<file path="config.mk">
export PLATFORM = sky130hd
export DESIGN_NAME = karatsuba_seq_ctrl
export DESIGN_NICKNAME = d
export VERILOG_FILES = /design/src/rtl/karatsuba_seq_ctrl.sv
export SDC_FILE = /design/constraint.sdc
export NUM_CORES = 2
export LEC_CHECK = 0
export CAP_MARGIN = 30
export CORE_MARGIN = 8
export CORE_UTILIZATION = 47
export CTS_CLUSTER_SIZE = 10
export DETAILED_ROUTE_END_ITERATION = 10
export PLACE_DENSITY = 0.68
export SLEW_MARGIN = 40
export SYNTH_ARGS = -nofsm -noshare
export SYNTH_HDL_FRONTEND = slang
export SYNTH_SLANG_ARGS = --single-unit
</file>
<file path="constraint.sdc">
create_clock -name clk -period 36.5 [get_ports clk]
set_input_delay 5.475 -clock clk [delete_from_list [all_inputs] [get_ports clk]]
set_output_delay 5.475 -clock clk [all_outputs]
set_load 0.02 [all_outputs]
</file>
<file path="src/rtl/karatsuba_seq_ctrl.sv">
// Sequential 64x64 unsigned multiplier controller: three Karatsuba partial
// products are computed on one shared external 34x34 multiplier, then combined.
module karatsuba_seq_ctrl #(
  parameter int MUL_LAT = 0
) (
  input  logic         clk,
  input  logic         rst,
  input  logic         in_valid,
  output logic         in_ready,
  input  logic [63:0]  x,
  input  logic [63:0]  y,
  output logic [33:0]  mul_x,
  output logic [33:0]  mul_y,
  input  logic [67:0]  mul_p,
  output logic         out_valid,
  input  logic         out_ready,
  output logic [127:0] p,
  output logic [15:0]  op_count
);

  localparam logic [2:0] S_IDLE = 3'd0;
  localparam logic [2:0] S_Z0   = 3'd1;
  localparam logic [2:0] S_Z2   = 3'd2;
  localparam logic [2:0] S_Z1   = 3'd3;
  localparam logic [2:0] S_COMB = 3'd4;
  localparam logic [2:0] S_DONE = 3'd5;

  localparam int CW = (MUL_LAT > 0) ? $clog2(MUL_LAT + 1) : 1;
  localparam logic [CW-1:0] CNT_LAST = CW'(MUL_LAT);

  logic [2:0]    state_q, state_d;
  logic [CW-1:0] cnt_q, cnt_d;
  logic [63:0]   x_q, x_d, y_q, y_d;
  logic [67:0]   z0_q, z0_d, z2_q, z2_d, z1_q, z1_d;
  logic [127:0]  p_q, p_d;
  logic [33:0]   mul_x_q, mul_x_d, mul_y_q, mul_y_d;
  logic [15:0]   op_count_q, op_count_d;
  logic          in_ready_q, in_ready_d;
  logic          out_valid_q, out_valid_d;

  logic          last_s;
  logic [127:0]  mid_s;
  logic [32:0]   sum_x_s, sum_y_s;

  assign last_s = (cnt_q == CNT_LAST);

  // Next-state, capture and combine logic.
  always_comb begin
    state_d    = state_q;
    cnt_d      = cnt_q;
    x_d        = x_q;
    y_d        = y_q;
    z0_d       = z0_q;
    z2_d       = z2_q;
    z1_d       = z1_q;
    p_d        = p_q;
    op_count_d = op_count_q;
    mid_s      = {60'd0, z1_q} - {60'd0, z0_q} - {60'd0, z2_q};

    case (state_q)
      S_IDLE: begin
        if (in_valid) begin
          x_d     = x;
          y_d     = y;
          cnt_d   = {CW{1'b0}};
          state_d = S_Z0;
        end else begin
          state_d = S_IDLE;
        end
      end
      S_Z0: begin
        if (last_s) begin
          z0_d    = mul_p;
          cnt_d   = {CW{1'b0}};
          state_d = S_Z2;
        end else begin
          cnt_d   = cnt_q + CW'(1);
        end
      end
      S_Z2: begin
        if (last_s) begin
          z2_d    = mul_p;
          cnt_d   = {CW{1'b0}};
          state_d = S_Z1;
        end else begin
          cnt_d   = cnt_q + CW'(1);
        end
      end
      S_Z1: begin
        if (last_s) begin
          z1_d    = mul_p;
          cnt_d   = {CW{1'b0}};
          state_d = S_COMB;
        end else begin
          cnt_d   = cnt_q + CW'(1);
        end
      end
      S_COMB: begin
        p_d     = ({60'd0, z2_q} << 64) + (mid_s << 32) + {60'd0, z0_q};
        state_d = S_DONE;
      end
      S_DONE: begin
        if (out_ready) begin
          state_d = S_IDLE;
          if (op_count_q != 16'hFFFF) begin
            op_count_d = op_count_q + 16'd1;
          end else begin
            op_count_d = op_count_q;
          end
        end else begin
          state_d = S_DONE;
        end
      end
      default: begin
        state_d = S_IDLE;
        cnt_d   = {CW{1'b0}};
      end
    endcase
  end

  // Multiplier operands and handshake flags are decoded from the next state so they are registered.
  always_comb begin
    sum_x_s     = {1'b0, x_d[31:0]} + {1'b0, x_d[63:32]};
    sum_y_s     = {1'b0, y_d[31:0]} + {1'b0, y_d[63:32]};
    in_ready_d  = (state_d == S_IDLE);
    out_valid_d = (state_d == S_DONE);
    case (state_d)
      S_Z0: begin
        mul_x_d = {2'b00, x_d[31:0]};
        mul_y_d = {2'b00, y_d[31:0]};
      end
      S_Z2: begin
        mul_x_d = {2'b00, x_d[63:32]};
        mul_y_d = {2'b00, y_d[63:32]};
      end
      S_Z1: begin
        mul_x_d = {1'b0, sum_x_s};
        mul_y_d = {1'b0, sum_y_s};
      end
      default: begin
        mul_x_d = 34'd0;
        mul_y_d = 34'd0;
      end
    endcase
  end

  // State register bank.
  always_ff @(posedge clk or posedge rst) begin
    if (rst) begin
      state_q     <= S_IDLE;
      cnt_q       <= {CW{1'b0}};
      x_q         <= 64'd0;
      y_q         <= 64'd0;
      z0_q        <= 68'd0;
      z2_q        <= 68'd0;
      z1_q        <= 68'd0;
      p_q         <= 128'd0;
      mul_x_q     <= 34'd0;
      mul_y_q     <= 34'd0;
      op_count_q  <= 16'd0;
      in_ready_q  <= 1'b1;
      out_valid_q <= 1'b0;
    end else begin
      state_q     <= state_d;
      cnt_q       <= cnt_d;
      x_q         <= x_d;
      y_q         <= y_d;
      z0_q        <= z0_d;
      z2_q        <= z2_d;
      z1_q        <= z1_d;
      p_q         <= p_d;
      mul_x_q     <= mul_x_d;
      mul_y_q     <= mul_y_d;
      op_count_q  <= op_count_d;
      in_ready_q  <= in_ready_d;
      out_valid_q <= out_valid_d;
    end
  end

  assign in_ready  = in_ready_q;
  assign out_valid = out_valid_q;
  assign p         = p_q;
  assign mul_x     = mul_x_q;
  assign mul_y     = mul_y_q;
  assign op_count  = op_count_q;

endmodule

</file>
==> run_results.csv <==
group,metric,value,unit
synthesis,synthArstFlopShare,100.0,%
floorplanning,core,80160,um^2
setup_path,worstPathArrival,11.27,ns
synthesis,synth_edf_count,0,
worst_hold_path,worstHoldEndpoint,"p[87]$_DFFE_PP0P_",
setup_path,crit_type,"in -> reg",
setup_path,r2r_setup_slack,26.08,ns
final_layout,drive_gt1_share,5.023,%
global_routing,overflow,0,
setup_path,reg2regPathDepth,40,
clock_tree,clkSinkCount,547,
final_layout,nets,5259,
sta,timing.fmax,0.09249,GHz
status,status,"finished clean",
clock_tree,cts_setup_buffers,0,
synthesis,avgSynthCellArea,8.692,um^2
synthesis,yosysWarnings,0,
setup_path,path_cells,"clkdlybuf4s50_1 > nor4b_2 > buf_4 > buf_6 > nand2_1 > nand2_1 > ha_1 > a21o_1 > a21o_1 > a2111oi_0 > o31ai_1 > a211oi_1 > o21ai_1 > a21o_1 > a21o_1 > a311oi_1 > o21bai_1 > xnor2_1 > o211ai_1",
setup_path,cp.required,36.96,ns
synthesis,ys_ff_latch,547,
synthesis,syn_inst,4355,
clock_tree,clock_latency,0.63,ns
sta,final-hold-violation-count,0,
sta,maxSlewViolCount,0,
global_routing,antenna_found_initial,7,
final_layout,num-fill-cells,7399,
drt,vias,32620,
floorplanning,start_util,47.23,%
drt,wl,121300,um
drt,wl_per_cell,21.05,um
final_layout,final_common_cell,"nand2_1",
worst_hold_path,whs_path_depth,2,
setup_path,start_kind,"input pin",
clock_tree,cts_tree,"built",
sta,tns,0,ns
sta,max_slew_margin,43.81,%
floorplanning,io_pins,414,
global_routing,grt_pass1_wl,188000,um
drt,drt_iter0_drc,2488,
drt,final_antenna_net_count,0,
job,cap_violations,0,
synthesis,synth_seq_area_share,36.16,%
worst_hold_path,hold_path_class,"reg -> reg",
clock_tree,numCtsBuffers,69,
drt,firstDrtPassIters,5,
clock_tree,clk_transition_reported_paths,0.05,ns
setup_path,path_common_cell,"a21o_1",
clock_tree,cts_root_buffer,"clkbuf_16",
sta,period_minus_slack,10.81,ns
final_layout,syn2layout_area_growth,18.75,%
setup_path,critical-path-top-delay-family,"compound AO/OA/AOI/OAI gates",
sta,grt_setup_unrepaired,"false",
clock_tree,cts_hold_buf,0,
floorplanning,dieArea,89880,um^2
sta,finClkSkew,0.03304,ns
floorplanning,die_h,299.8,um
drt,drc,0,
final_layout,ff_latch_area,13690,um^2
setup_path,slowest_stage,"a2111oi_0",
setup_path,crit_fanout,88,
sta,worst_pin_slew,0.8216,ns
setup_path,r2r_start,"z0_q[0]$_DFFE_PP0P_",
sta,period_share,29.62,%
global_routing,grt_usage,26.18,%
global_routing,grt_pass1_vias,32060,
place,routabilityCongestion,0.9806,
sta,final-setup-viol-count,0,
setup_path,max_stage_delay,0.77,ns
clock_tree,clk_path_buf_depth,3,
setup_path,end_kind,"register",
clock_tree,h-tree-depth,3,
floorplanning,num_rows,104,
drt,avgViaCountPerCell,5.663,
floorplanning,die_w,299.8,um
place,dp_hpwl,95890,um
synthesis,synth_cell_types,95,
final_layout,layout_common_cells,"nand2_1 (795), dfrtp_1 (546), clkdlybuf4s50_1 (411)",
worst_hold_path,hold_start,"p[87]$_DFFE_PP0P_",
synthesis,ys.flop_type,"dfrtp_1",
setup_path,r2r_end,"p[122]$_DFFE_PP0P_",
synthesis,syn-cell-area,37860,um^2
place,io_buffer_count,411,
clock_tree,cts_resized,0,
setup_path,cp_num_buf_inv,3,
global_routing,grt_max_degree,112,
final_layout,multi_input_comb_area,22630,um^2
-- routing by layer --
layer	track usage, %	up-vias	part of all wire [%]
met4	8.079	8	3.1
met5	0	-	0.045
met3	5.113	168	6.5
li1	-	15960	-
met2	42.23	935	45
met1	35.45	15550	45
-- cell usage after synthesis, types with 7 or more instances --
cell	count	area [um^2]
o21a_1	28	210.2
o31ai_1	16	120.1
a221o_1	43	430.4
and4_1	12	105.1
and2_1	33	206.5
a22oi_1	7	52.55
a211oi_1	27	202.7
fa_1	9	180.2
inv_1	211	792.0
nand2_1	797	2992
buf_1	15	56.30
a21o_1	197	1479
nor2_1	159	596.8
mux2i_1	7	70.07
nor4_1	7	43.79
dfrtp_1	546	13660
nand4_1	52	325.3
ha_1	386	4830
xor2_1	115	1007
a21boi_0	8	60.06
or2_2	12	75.07
nor3_1	43	215.2
o21ai_0	403	2017
nand3_1	74	370.4
and3_1	37	231.5
a21oi_1	309	1546
o211ai_1	47	352.8
or3_1	9	56.30
o21bai_1	53	397.9
clkbuf_1	167	626.9
nand2b_1	55	344.1
mux2_2	77	867.1
a211o_1	10	87.58
a31oi_1	30	187.7
o21ai_1	14	70.07
xnor2_1	165	1445
nor2b_1	43	269.0
-- metrics by stage --
stage	worst slack (ns)	hold slack [ns]	std cells	utilization, %	instance area [um^2]
global placement	25.19	0.4591	5650	53.25	42690
global route	25.29	0.4939	5759	56.08	44950
detailed placement	24.95	0.4659	5652	53.34	42750
CTS	25.58	0.4789	5757	56.01	44900
floorplan	15.73	0.4464	4356	-	37860
finish	25.69	0.4724	5760	56.08	44950
-- flip-flops by register name, summed over array words and instances, names as in the netlist, 16 cells and up --
name / flops
mul_x: 33
mul_y: 33
op_count: 16
p: 128
x_q: 64
y_q: 64
z0_q: 68
z1_q: 68
z2_q: 68
-- layout make-up --
cell class	instances	area share, %
diodes	2	0.01113
clock buffers	92	4.189
clock inverters	13	0.5789
inverters	211	1.790
multi-input cells	3401	50.33
flip-flops and latches	547	30.45
well taps	1060	2.950
repair buffers	434	9.694
-- logic make-up after synthesis --
group                    share of synthesized area [%]
flip-flops                                       36.16
buffers and inverters                            4.217
other                                         0.009906
adder cells (fa/ha/maj)                          13.23
multiplexers                                     2.476
AO/OA/AOI/OAI                                    21.36
XOR/XNOR                                         6.478
AND/OR/NAND/NOR                                  16.07
-- worst min-delay path, stage by stage, from the launching register on --
cell and delay (ns):
dfrtp_1 0.33, nand2_1 0.04, o21ai_0 0.06
-- how the worst max path moves through the flow --
| stage | startpoint | end | slack [ns] | cells after the start |
|---|---|---|---|---|
| after floorplan | rst | mul_x[0]$_DFF_PP0_ | 15.73 | 1 |
| after global placement | in_valid | mul_x[28]$_DFF_PP0_ | 25.19 | 19 |
| after detailed placement | in_valid | mul_x[28]$_DFF_PP0_ | 24.95 | 19 |
| after CTS | in_valid | mul_x[28]$_DFF_PP0_ | 25.58 | 19 |
| after global routing | in_valid | mul_x[28]$_DFF_PP0_ | 25.29 | 19 |
| final | in_valid | mul_x[28]$_DFF_PP0_ | 25.69 | 19 |
Power is not shown: default switching activity piles up to over one toggle a cycle in this logic, so the estimate is an artifact.
